`src/rtl/sram_req_ctrl.sv`:
```
// Request/response front end for a single-port SRAM with one-cycle registered read latency.
// Read data bypasses straight to the response port or lands in a 2-entry skid FIFO.
module sram_req_ctrl #(
  parameter int WIDTH    = 32,
  parameter int LG_DEPTH = 6,
  parameter int BYTESIZE = 8
) (
  input  logic                        clk,
  input  logic                        reset,
  input  logic                        req_valid,
  output logic                        req_ready,
  input  logic                        req_rw,
  input  logic [LG_DEPTH-1:0]         req_addr,
  input  logic [WIDTH/BYTESIZE-1:0]   req_bm,
  input  logic [WIDTH-1:0]            req_wdata,
  output logic                        resp_valid,
  input  logic                        resp_ready,
  output logic [WIDTH-1:0]            resp_rdata,
  output logic [LG_DEPTH-1:0]         sram_a,
  output logic [WIDTH/BYTESIZE-1:0]   sram_bm,
  output logic                        sram_web,
  output logic                        sram_csb,
  output logic                        sram_oeb,
  output logic [WIDTH-1:0]            sram_i,
  input  logic [WIDTH-1:0]            sram_o
);

  logic             r_pend;
  logic [1:0]       r_count;
  logic             r_head;
  logic             r_tail;
  logic [WIDTH-1:0] r_fifo [2];

  logic       w_accept;
  logic       w_push;
  logic       w_pop;
  logic [1:0] w_occ;

  // Handshakes, SRAM drive and response selection
  always_comb begin
    w_occ      = r_count + {1'b0, r_pend};
    // Occupancy counts the read in flight so a response always has a slot waiting.
    req_ready  = !reset && (w_occ < 2'd2);
    w_accept   = req_valid && req_ready;
    resp_valid = !reset && ((r_count != 2'd0) || r_pend);
    resp_rdata = (r_count != 2'd0) ? r_fifo[r_head] : sram_o;
    w_pop      = resp_ready && (r_count != 2'd0);
    w_push     = r_pend && !((r_count == 2'd0) && resp_ready);
    sram_csb   = !w_accept;
    sram_web   = !(w_accept && req_rw);
    sram_a     = req_addr;
    sram_bm    = req_bm;
    sram_i     = req_wdata;
    sram_oeb   = 1'b0;
  end

  // Pending-read flag, FIFO pointers and occupancy
  always_ff @(posedge clk or posedge reset) begin
    if (reset) begin
      r_pend  <= 1'b0;
      r_count <= 2'd0;
      r_head  <= 1'b0;
      r_tail  <= 1'b0;
    end else begin
      r_pend <= w_accept && !req_rw;
      if (w_push) r_tail <= !r_tail;
      if (w_pop)  r_head <= !r_head;
      case ({w_push, w_pop})
        2'b10:   r_count <= r_count + 2'd1;
        2'b01:   r_count <= r_count - 2'd1;
        default: r_count <= r_count;
      endcase
    end
  end

  // FIFO storage captures SRAM read data that was not consumed on arrival
  always_ff @(posedge clk) begin
    if (w_push) r_fifo[r_tail] <= sram_o;
  end

  sram_req_ctrl_chk u_chk (
    .clk    (clk),
    .reset  (reset),
    .i_push (w_push),
    .i_count(r_count),
    .i_pend (r_pend)
  );

endmodule

// Occupancy checks for sram_req_ctrl.
module sram_req_ctrl_chk (
  input logic       clk,
  input logic       reset,
  input logic       i_push,
  input logic [1:0] i_count,
  input logic       i_pend
);

  a_no_push_when_full: assert property (@(posedge clk) disable iff (reset)
    !(i_push && (i_count == 2'd2)));

  a_occupancy_bound: assert property (@(posedge clk) disable iff (reset)
    (({1'b0, i_count} + {2'b00, i_pend}) <= 3'd2));

endmodule
```
`config.mk`:
```
export PLATFORM = sky130hd
export DESIGN_NAME = sram_req_ctrl
export DESIGN_NICKNAME = d
export VERILOG_FILES = /design/src/rtl/sram_req_ctrl.sv
export SDC_FILE = /design/constraint.sdc
export NUM_CORES = 1
export LEC_CHECK = 0
export ABC_CLOCK_PERIOD_IN_PS = 2370
export CAP_MARGIN = 30
export CORE_MARGIN = 8
export CORE_UTILIZATION = 35
export CTS_CLUSTER_SIZE = 12
export DETAILED_ROUTE_END_ITERATION = 16
export PLACE_DENSITY_LB_ADDON = 0.2
export SYNTH_ARGS = -nofsm -noshare
export SYNTH_HDL_FRONTEND = slang
export SYNTH_SLANG_ARGS = --single-unit
```
`constraint.sdc`:
```
create_clock -name clk -period 2.37 [get_ports clk]
set_input_delay 0.237 -clock clk [delete_from_list [all_inputs] [get_ports clk]]
set_output_delay 0.237 -clock clk [all_outputs]
set_load 0.02 [all_outputs]
```
# Word-level counts from Yosys, hierarchy flattened
# Memory sizes are Yosys's and may differ from the RTL's.
# Cells that the tools add are included.
# classes
addsub	3
n_reduce_logical	19
eq_ne	2
n_mux	4
order_cmp	1
# op_table
cell	count
32-bit 2-to-1 mux	1
1-bit logical AND	8
1-bit logical NOT	7
2-bit case mux with 2 select lines	1
2-bit nonzero test	2
2-bit by 1-bit adder with 2-bit output	1
2-bit by 1-bit adder with 2-bit output (second input constant)	1
2-bit by 1-bit equality test with 1-bit output (second input constant)	1
2-bit equality test (second input constant)	1
2-bit logical NOT	1
2-bit < comparator (second input constant)	1
1-bit 2-to-1 mux	2
2-bit by 1-bit subtractor with 2-bit output (second input constant)	1
1-bit logical OR	1
# word_totals
mem_bits_rw	64
ff_bits	5
input_bits	79
n_memories	1
# mem_list
memory	words	word_bits	read_ports	rd_ports_with_merged_regs	write_ports	line_no	text
r_fifo	2	32	1	0	1	32	logic [WIDTH-1:0] r_fifo [2];

# Longest topological paths before layout
# logic_depth
ltp_word	6
ltp_mapped	6

# Worst setup path after synthesis
# Ideal clock, no wire load.
# synth_timing
kind	register to register
from	reg r_count[0]
to	mem r_fifo[1][0], enable pin
path_stages_with_launch	4
setup_slack_ns	-0.053
setup_time_ns	0.421
period_less_slack_ns	2.423
t_arrival_ns	2.002
path_cell_list	dfrtp_1 > or2_4 > o21ai_2 > nor2_1
# synth_via
elab_chain_len	6
# synth_lines
element	line_no	text
from (decl)	29	logic [1:0] r_count;
from (signal assigned)	69	2'b10: r_count <= r_count + 2'd1;
from (signal assigned)	70	2'b01: r_count <= r_count - 2'd1;
from (signal assigned)	71	default: r_count <= r_count;
2-bit logical NOT	48	w_push = r_pend && !((r_count == 2'd0) && resp_ready);
1-bit logical AND	48	
1-bit logical NOT	48	
1-bit logical AND	48	
1-bit 2-to-1 mux	78	if (w_push) r_fifo[r_tail] <= sram_o;
1-bit 2-to-1 mux (implied by the code)	78	
to (decl)	32	
# Every way passes these cells.

# Worst setup path after layout
# layout_timing
from	reg r_count[0]
to	out resp_rdata[1]
# layout_via
elab_chain_len	2
# layout_lines
element	line_no	text
2-bit nonzero test	46	resp_rdata = (r_count != 2'd0) ? r_fifo[r_head] : sram_o;
32-bit 2-to-1 mux	46	
to (decl)	18	output logic [WIDTH-1:0] resp_rdata,
# Every way passes these cells.

==> results.md <==
- Routed WL: 7440 um
- Total global routing track utilization: 10.9%
- FF+latch area: 2050 um2
- Die X-Extent: 112 um
- Root buf cell: clkbuf_8
- Rows: 35
- Max incr delay on CP: 630 ps
- Most frequent cells in the layout: clkdlybuf4s50_1 (72), edfxtp_1 (64), nor2_1 (36)
- Peak Freq: 442 MHz
- I/O Pins: 158
- Mux cell area share after synthesis: 9.93%
- Total clock sinks: 69
- Pins over their slew limit: 0
- Total grt overflow: 0
- Min Tclk post-route: 2260 ps
- Post-synthesis compound-gate area fraction: 5.55%
- Largest cells by area after synthesis: edfxtp_1 (60%), buf_4 (10%), mux2i_1 (9.9%)
- Yosys cell types: 22
- Full die area: 12500 um2
- Required time worst endpoint: 2130 ps
- Min-Delay Path Class: in2async
- Syn_area_per_cell: 13.2 um2
- Clock tree buffer depth: 2
- Crit-path max FO: 16
- Port Buf Inserts: 72
- Layout cell share with drive strength beyond 1: 12.1%
- R2R cell count: 5
- Pwr Density: 1220 nW/um2
- Synth Area in Adders: 0.388%
- Sequential share of the synthesized area: 63.5%
- Post-CTS setup buffer count: 0
- Hold Slack: 172 ps
- Ys Warns: 0
- Total power: 4900 uW
- Number of buffers inserted by hold repair at cts: 0
- Mapped Nets: 324
- Final net count: 364
- Slowest-stage cell, CP: clkdlybuf4s50_1
- RSZ-0062 raised after global routing: no
- DRC: 0
- Largest net degree at the start of global routing: 34
- GPL Wtd Cong: 0.666
- Crit Path Class: reg2out
- Worst skew pair latency: 340 ps
- Synthesized cell area: 3220 um2
- Synth Area in XOR/XNOR: 1.36%
- Bufs and invs on worst path: 1
- Seq cells post-synth: 69
- CP Cell Sequence: or2_4, a21oi_1, clkdlybuf4s50_1
- Max cap viols: 0
- Number of DRC markers in iteration 0: 77
- Final setup vio count: 0
- Vias in the first global route: 1961
- Share of the synthesized area in the top cell type: 59.6%
- Syn-to-layout area delta: 24.4%
- Worst r2r src: r_count[0]
- Synth area leader: edfxtp_1
- Multi-input logic area: 816 um2
- Area of the core: 9110 um2
- Leak pwr: 0.00145 uW
- Critical R2R Capture: r_count[1]
- Critical path arrival: 2030 ps
- Die height: 112 um
- Avg WL per Cell: 18.6 um
- Simple-Gate Fraction of Synth Area: 5.86%
- Final hold viol count: 0
- CP Launch Type: flop
- Via/cell ratio: 4.78
- Worst IR drop on VDD: 0.544 mV
- Largest family of logic cells by synthesized area: buffers and inverters
- Syn Inst Count: 244
- Final worst setup slack: 106 ps
- H-tree level count: 3
- R2R Setup Slk: 430 ps
- Vias: 1913
- TritonCTS clock tree: done
- Antenna diodes: 0
- Critical path's top delay family: buffers and inverters
- Antenna violations before repair: 0
- Pre-CTS setup slack: 204 ps
- Pre-antenna DRT Iters: 4
- DP HPWL: 4020 um
- Initial cell density of the core: 35.4%
- Worst setup path start: r_count[0]
- Commonest non-fill, non-tap cell in the layout: clkdlybuf4s50_1
- Setup crit end kind: output port
- Status: complete, no violations
- FILL cells: 863
- First-pass GRT wire length: 10500 um
- Final Cycle Share: 95.5%
- Setup Skew: 9.03 ps
- TritonCTS Buffers: 9
- Clock Pin Slew Worst Setup and Hold Paths: 70 ps
- Post-route ant nets: 0
-- flip-flops by register name, summed over array words and instances (netlist names) --
signal   count
r_fifo      64
r_count      2
r_head       1
r_pend       1
r_tail       1
-- cells by family (layout without fill, tap and decap cells) --
| kind of cell | Yosys count | count (layout) |
|---|---|---|
| DFF | 69 | 69 |
| buffers and inverters | 57 | 96 |
| and+or+nand+nor | 45 | 51 |
| AOI/OAI and AO/OA | 34 | 34 |
| muxes | 32 | 32 |
| xor gates and xnor gates | 5 | 5 |
| adders and majority gates | 1 | 1 |
| other | 1 | 1 |
-- worst max path at each step --
stage | end | depth (start not counted)
3_5_place_dp | resp_rdata[28] | 4
6_report | resp_rdata[1] | 3
3_3_place_gp | resp_rdata[28] | 4
2_1_floorplan | r_fifo[1][0] | 3
5_1_grt | resp_rdata[1] | 3
4_1_cts | resp_rdata[29] | 3
-- cell type report --
| class | count | share of cell area, % |
|---|---|---|
| multi-input combinational | 124 | 20.3 |
| clock inverter | 7 | 1.84 |
| inverter | 3 | 0.281 |
| sequential | 69 | 51.1 |
| tap | 111 | 3.46 |
| timing repair buffer | 77 | 19.8 |
| clock buffer | 9 | 3.09 |
-- synth_stat cells (all sizes together) --
cell / instances
a21bo: 1
a21oi: 32
and2: 1
and3: 1
buf: 54
conb: 1
dfrtp: 5
edfxtp: 64
ha: 1
inv: 3
mux2i: 32
nand3: 1
nand3b: 1
nand4: 1
nor2: 38
nor2b: 1
o21ai: 1
or2: 1
xnor2: 3
xor2: 2
-- power by group --
group / switching [uW] / total, uW / internal (uW)
Clock: 450 / 938 / 489
Combinational: 1320 / 2420 / 1100
Sequential: 93.5 / 1540 / 1450
Total: 1860 / 4900 / 3040
-- layer usage --
metal  track usage, %  up-vias  wire length (um)  part of all wire [%]
met2             17.0       58              3470                    47
met4             7.01        0               166                   2.2
met3             3.68       25               445                   6.0
met5                0        -                 0                     0
li1                 -      911                 -                     -
met1             12.7      919              3350                    45
-- through the flow --
stage | cell area (um2) | TNS (ps) | std cells | util, %
3_5_place_dp | 3760 | 0 | 378 | 41.3
5_1_grt | 4010 | 0 | 400 | 44.0
4_1_cts | 3970 | 0 | 396 | 43.6
6_report | 4010 | 0 | 400 | 44.0
3_3_place_gp | 3760 | 0 | 378 | 41.3
2_1_floorplan | 3220 | -3370 | 244 | -
-- repair_timing --
action	CTS	global route
gates cloned	2	4
resized for setup	2	6
setup endpoints to repair	33	32
pin swaps	2	3
Power figures use the tool's default switching activity.
